===== src/rtl/exception_sequencer_pkg.sv =====
// Shared definitions for the exception entry sequencer.
// Holds the FSM state encoding, the latched cause codes and the address-select
// codes that the address mux and the main control unit also decode.
package exception_sequencer_pkg;

  typedef enum logic [2:0] {
    ST_IDLE = 3'd0,
    ST_SAVE = 3'd1,
    ST_ADDR = 3'd2,
    ST_WAIT = 3'd3,
    ST_LOAD = 3'd4,
    ST_DONE = 3'd5
  } state_e;

  localparam int unsigned CAUSE_W = 2;
  localparam int unsigned SEL_W   = 3;

  localparam logic [CAUSE_W-1:0] CAUSE_NONE = 2'd0;
  localparam logic [CAUSE_W-1:0] CAUSE_OVF  = 2'd1;
  localparam logic [CAUSE_W-1:0] CAUSE_DIVZ = 2'd2;
  localparam logic [CAUSE_W-1:0] CAUSE_OPC  = 2'd3;

  // Select codes for the vector slots 0x253 / 0x254 / 0x255
  localparam logic [SEL_W-1:0] SEL_NONE = 3'd0;
  localparam logic [SEL_W-1:0] SEL_OVF  = 3'd2;
  localparam logic [SEL_W-1:0] SEL_DIVZ = 3'd3;
  localparam logic [SEL_W-1:0] SEL_OPC  = 3'd4;

  // Map a latched cause to the address-select code of its vector slot
  function automatic logic [SEL_W-1:0] sel_for_cause(input logic [CAUSE_W-1:0] c);
    logic [SEL_W-1:0] s;
    s = SEL_NONE;
    case (c)
      CAUSE_OVF:  s = SEL_OVF;
      CAUSE_DIVZ: s = SEL_DIVZ;
      CAUSE_OPC:  s = SEL_OPC;
      default:    s = SEL_NONE;
    endcase
    return s;
  endfunction

endpackage


===== src/rtl/exception_sequencer.sv =====
// Exception entry sequencer.
// Latches a raised cause, saves EPC = pc_in - PC_OFFSET, reads the handler
// byte from the cause's vector slot and loads it into the PC, then hands the
// datapath back to main control.
// Ports:
//   clk, reset            clock, synchronous active-high reset
//   overflow/div_zero/bad_opcode  exception flags, sampled only in IDLE
//   pc_in                 current PC
//   mem_data              memory read data, byte [7:0] used
//   exc_busy              sequencer owns select/memory/PC
//   exc_sel               address-select code (0 when not busy)
//   mem_rd                memory read strobe
//   epc_wr, epc_out       EPC write pulse and value
//   cause                 latched cause code
//   pc_wr, pc_next        PC write pulse and zero-extended handler byte
//   exc_done              1-cycle completion pulse
module exception_sequencer
  import exception_sequencer_pkg::*;
#(
  parameter int unsigned MEM_WAIT  = 2,
  parameter int unsigned PC_OFFSET = 4
) (
  input  logic        clk,
  input  logic        reset,
  input  logic        overflow,
  input  logic        div_zero,
  input  logic        bad_opcode,
  input  logic [31:0] pc_in,
  input  logic [31:0] mem_data,
  output logic        exc_busy,
  output logic [2:0]  exc_sel,
  output logic        mem_rd,
  output logic        epc_wr,
  output logic [31:0] epc_out,
  output logic [1:0]  cause,
  output logic        pc_wr,
  output logic [31:0] pc_next,
  output logic        exc_done
);

  localparam int unsigned CNT_W = $clog2(MEM_WAIT + 1);

  state_e             state_q, state_d;
  logic [CNT_W-1:0]   cnt_q, cnt_d;
  logic [1:0]         cause_d;
  logic [31:0]        epc_d;
  logic [31:0]        pc_next_d;
  logic               exc_busy_d, mem_rd_d, epc_wr_d, pc_wr_d, exc_done_d;
  logic [2:0]         exc_sel_d;

  // Only the handler byte is used; upper read data is intentionally ignored
  logic unused_mem_hi;
  assign unused_mem_hi = ^mem_data[31:8];

  // State, counter and registered outputs
  always_ff @(posedge clk) begin
    if (reset) begin
      state_q  <= ST_IDLE;
      cnt_q    <= '0;
      cause    <= CAUSE_NONE;
      epc_out  <= '0;
      pc_next  <= '0;
      exc_busy <= 1'b0;
      exc_sel  <= SEL_NONE;
      mem_rd   <= 1'b0;
      epc_wr   <= 1'b0;
      pc_wr    <= 1'b0;
      exc_done <= 1'b0;
    end else begin
      state_q  <= state_d;
      cnt_q    <= cnt_d;
      cause    <= cause_d;
      epc_out  <= epc_d;
      pc_next  <= pc_next_d;
      exc_busy <= exc_busy_d;
      exc_sel  <= exc_sel_d;
      mem_rd   <= mem_rd_d;
      epc_wr   <= epc_wr_d;
      pc_wr    <= pc_wr_d;
      exc_done <= exc_done_d;
    end
  end

  // Next state; outputs are decoded from the next state so the registered
  // versions line up with the state they belong to
  always_comb begin
    state_d   = state_q;
    cnt_d     = cnt_q;
    cause_d   = cause;
    epc_d     = epc_out;
    pc_next_d = pc_next;

    case (state_q)
      ST_IDLE: begin
        if (overflow || div_zero || bad_opcode) begin
          state_d = ST_SAVE;
          epc_d   = pc_in - 32'(PC_OFFSET);
          if (bad_opcode)    cause_d = CAUSE_OPC;
          else if (overflow) cause_d = CAUSE_OVF;
          else               cause_d = CAUSE_DIVZ;
        end
      end
      ST_SAVE: state_d = ST_ADDR;
      ST_ADDR: begin
        state_d = ST_WAIT;
        cnt_d   = CNT_W'(MEM_WAIT - 1);
      end
      ST_WAIT: begin
        if (cnt_q == '0) begin
          state_d   = ST_LOAD;
          pc_next_d = {24'b0, mem_data[7:0]};
        end else begin
          cnt_d = cnt_q - CNT_W'(1);
        end
      end
      ST_LOAD: state_d = ST_DONE;
      ST_DONE: state_d = ST_IDLE;
      default: state_d = ST_IDLE;
    endcase

    exc_busy_d = (state_d != ST_IDLE);
    epc_wr_d   = (state_d == ST_SAVE);
    mem_rd_d   = (state_d == ST_ADDR) || (state_d == ST_WAIT);
    pc_wr_d    = (state_d == ST_LOAD);
    exc_done_d = (state_d == ST_DONE);
    exc_sel_d  = SEL_NONE;
    if ((state_d == ST_ADDR) || (state_d == ST_WAIT) || (state_d == ST_LOAD))
      exc_sel_d = sel_for_cause(cause_d);
  end

endmodule


===== config.mk =====
export PLATFORM = sky130hd
export DESIGN_NAME = exception_sequencer
export DESIGN_NICKNAME = d
export VERILOG_FILES = /design/src/rtl/exception_sequencer_pkg.sv /design/src/rtl/exception_sequencer.sv
export SDC_FILE = /design/constraint.sdc
export NUM_CORES = 1
export LEC_CHECK = 0
export BUFFER_PORTS_ARGS = -buffer_cell sky130_fd_sc_hd__buf_4
export CELL_PAD_IN_SITES_DETAIL_PLACEMENT = 1
export CELL_PAD_IN_SITES_GLOBAL_PLACEMENT = 2
export CORE_ASPECT_RATIO = 0.8
export CORE_UTILIZATION = 24
export CTS_CLUSTER_DIAMETER = 30
export CTS_CLUSTER_SIZE = 30
export DETAILED_ROUTE_END_ITERATION = 10
export PLACE_DENSITY = 0.83
export RECOVER_POWER = 100
export SKIP_LAST_GASP = 1
export SLEW_MARGIN = 20
export SYNTH_ARGS = -nofsm -noshare
export SYNTH_HDL_FRONTEND = slang
export SYNTH_SLANG_ARGS = --single-unit
export TNS_END_PERCENT = 1

===== constraint.sdc =====
create_clock -name clk -period 2.5 [get_ports clk]
set_input_delay 0.375 -clock clk [delete_from_list [all_inputs] [get_ports clk]]
set_output_delay 0.375 -clock clk [all_outputs]
set_load 0.1 [all_outputs]

==> impl_metrics.tcl <==
set metrics [dict create \
    synth_area_per_cell_um2 8.57 \
    cts_hold_buffers 0 \
    setup_tns_ps 0 \
    clk_pin_slew_ps 70 \
    hold_viol 0 \
    cts-root-buf "clkbuf_16" \
    die_height_um 97.6 \
    grt_pass1_vias 2566 \
    cp_max_fo 11 \
    path_buf_inv 2 \
    crit_arrival_ps 2220 \
    rsz0062_at_grt "no" \
    drc_errors 0 \
    diodes 0 \
    synth_top_area_share_pct 40.1 \
    synth_simple_gate_area_share_pct 25.8 \
    synth_area_um2 2740 \
    cts_buffers 5 \
    max-slew-margin-rel_pct 15.9 \
    fp.coreArea_um2 11000 \
    ys_seq_elements 55 \
    grt-ovfl-total 0 \
    nets 483 \
    cp-start-kind "input pin" \
    p_per_area_nw_per_um2 1170 \
    place_congestion 0.765 \
    synthTopCellsByArea "dfxtp_1 (40%), buf_4 (6.8%), nor2_1 (5.9%)" \
    ir_drop_mv 0.496 \
    synth.area.mux_share_pct 0 \
    cts_sinks 55 \
    via_per_inst 4.71 \
    crit_type "in -> reg" \
    post_cts_buffers 0 \
    cpPeakStageDelay_ps 580 \
    critical-path-slowest-cell "or4_1" \
    clock_path_buffers 2 \
    synth-edff-count 0 \
    synth_flop_cell "dfxtp_1" \
    skew_ps 3.31 \
    synthXorXnorAreaFrac_pct 3.83 \
    ios 143 \
    drv_slew 0 \
    ys_warn_count 0 \
    syn_inst 320 \
    synth_compound_area_share_pct 18.1 \
    seq_area_frac_synth_pct 40.1 \
    max_freq_ghz 0.499 \
    die-area_um2 11900 \
    dr.pass1.iters 4 \
    cts_tree "yes" \
    crit_family "simple AND/OR/NAND/NOR gates" \
    dr.first_iter.drc_count 85 \
    syn_to_final_growth_pct 26.2 \
    yosysTopAreaCell "dfxtp_1" \
    grt_pass1_wl_um 12400 \
    start_util_pct 25.0 \
    status "finished, final reports clean" \
    hpwl_um 5940 \
    crit_top_cell "clkbuf_1" \
    via_count 2615 \
    io_buffers 94 \
    grt_use_total_pct 13.3 \
    end_kind "flop" \
    synth_top_family_by_area "simple AND/OR/NAND/NOR gates" \
    die_w_um 122 \
    cap_violations 0 \
    p_leak_nw 1.27 \
    synth-adder-area-share_pct 1.82 \
    cp_data_required_time_ps 2710 \
    cts.repair.resized 0 \
    synthArstFlopShare_pct 0 \
    placementRows 34 \
    crit_chain "clkbuf_1 -> nor4_1 -> clkbuf_1 -> nand3b_1 -> or4_1 -> a311oi_1" \
    antenna_found_initial 0 \
    wl_per_cell_um 14.1 \
    grt_max_degree 52 \
    wirelength_um 7840 \
    synth_cell_type_count 45 \
    h-tree-depth 2 \
    layout-drive-gt1-share_pct 16.8 \
    ant_nets 0 \
    fin_crit_sh_pct 80.2 \
    period_needed_ps 2000 \
    setup_viol 0 \
    worstMarginPinSlew_ps 1270 \
    dp_cells 547 \
    hp-class "in -> reg" \
    insertion_delay_ps 300 \
    fin_cells 555 \
]
## cell type report
cell class / count / area (um^2)
Tap cell: 144 / 180
Inverter: 8 / 30.0
Timing Repair Buffer: 101 / 561
Sequential cell: 55 / 1100
Clock inverter: 2 / 16.3
Multi-Input combinational cell: 239 / 1450
Clock buffer: 6 / 129
Fill cell: 1332 / 7510
## Yosys cell counts, drive strengths merged (2+ instances only)
cell type  count
o21ai          5
nor3b          2
a21oi         16
nand4          6
nor4           6
or2            4
nor2b          2
buf           27
xnor2          3
a311oi        15
or4           12
and2           4
clkbuf        14
dfxtp         55
nor3           5
inv            8
a211oi        14
ha             4
or3            9
nand2         28
a31oi          3
nand3          3
nor2          43
nand3b         2
o31ai         10
xor2           9
nand2b         2
## final timing paths
kind,start,endpoint,slack (ps),depth (start not counted)
max,pc_in[17],epc_out[29],500,6
min,pc_in[2],epc_out[2],310,2
max reg2reg,state_q[2],epc_out[19],520,5
min reg2reg,epc_out[1],epc_out[1],460,2
## layout by cell type, fill, tap and decap left out, types with 5 or more instances in the layout
| cell | count |
|---|---|
| o21ai_0 | 5 |
| nand2_1 | 28 |
| xor2_1 | 9 |
| or4_1 | 11 |
| buf_4 | 48 |
| a311oi_1 | 14 |
| nor4_1 | 5 |
| a21oi_1 | 16 |
| or3_1 | 9 |
| o31ai_1 | 10 |
| clkbuf_1 | 53 |
| dfxtp_1 | 55 |
| conb_1 | 24 |
| a211oi_1 | 14 |
| nor2_1 | 43 |
| clkbuf_16 | 5 |
| inv_1 | 8 |
## worst reg2reg max path, delay by kind of cell, from the launching register on
family / cells / cell delay (ps)
AOI/OAI and AO/OA: 1 / 280
buffers and inverters: 1 / 360
DFF: 1 / 370
and+or+nand+nor: 3 / 880
## logic make-up (layout without fill, tap and decap cells)
family,count (synthesis),in the layout
xor+xnor,12,12
flops,55,55
other cells,1,24
simple gates,130,130
compound gates,69,69
fa+ha+maj,4,4
buf+inv,49,117
## flip-flops by register name, summed over array words and instances (netlist names)
register  flops
state_q       3
epc_out      32
pc_next       8
exc_busy      1
mem_rd        1
exc_sel       3
pc_wr         1
epc_wr        1
cnt_q         2
cause         2
exc_done      1
## where the power goes
group | switching, mW | total (mW) | internal [mW]
Sequential | 0.105 | 1.17 | 1.06
Combinational | 1.85 | 2.17 | 0.321
Clock | 0.341 | 0.718 | 0.377
## layer usage
layer  part of all wire, %  vias up  GRT usage [%]
met3                   6.4        7           3.58
met2                    47       76           22.2
li1                      -     1288              -
met4                  0.92        0           3.89
met5                     0        -              0
met1                    46     1244           16.6
## through the flow
step | power (mW) | utilization, % | hold slack (ps) | area, um^2 | worst slack (ps)
after floorplan | 3.05 | - | 438 | 2830 | 505
after global placement | 3.50 | 32.1 | 442 | 3520 | 293
after detailed placement | 3.53 | 32.1 | 449 | 3520 | 192
after CTS | 4.26 | 33.4 | 303 | 3660 | 490
after global routing | 4.27 | 31.5 | 307 | 3460 | 214
final | 4.05 | 31.5 | 309 | 3460 | 496
Power figures use the tool's default switching activity.
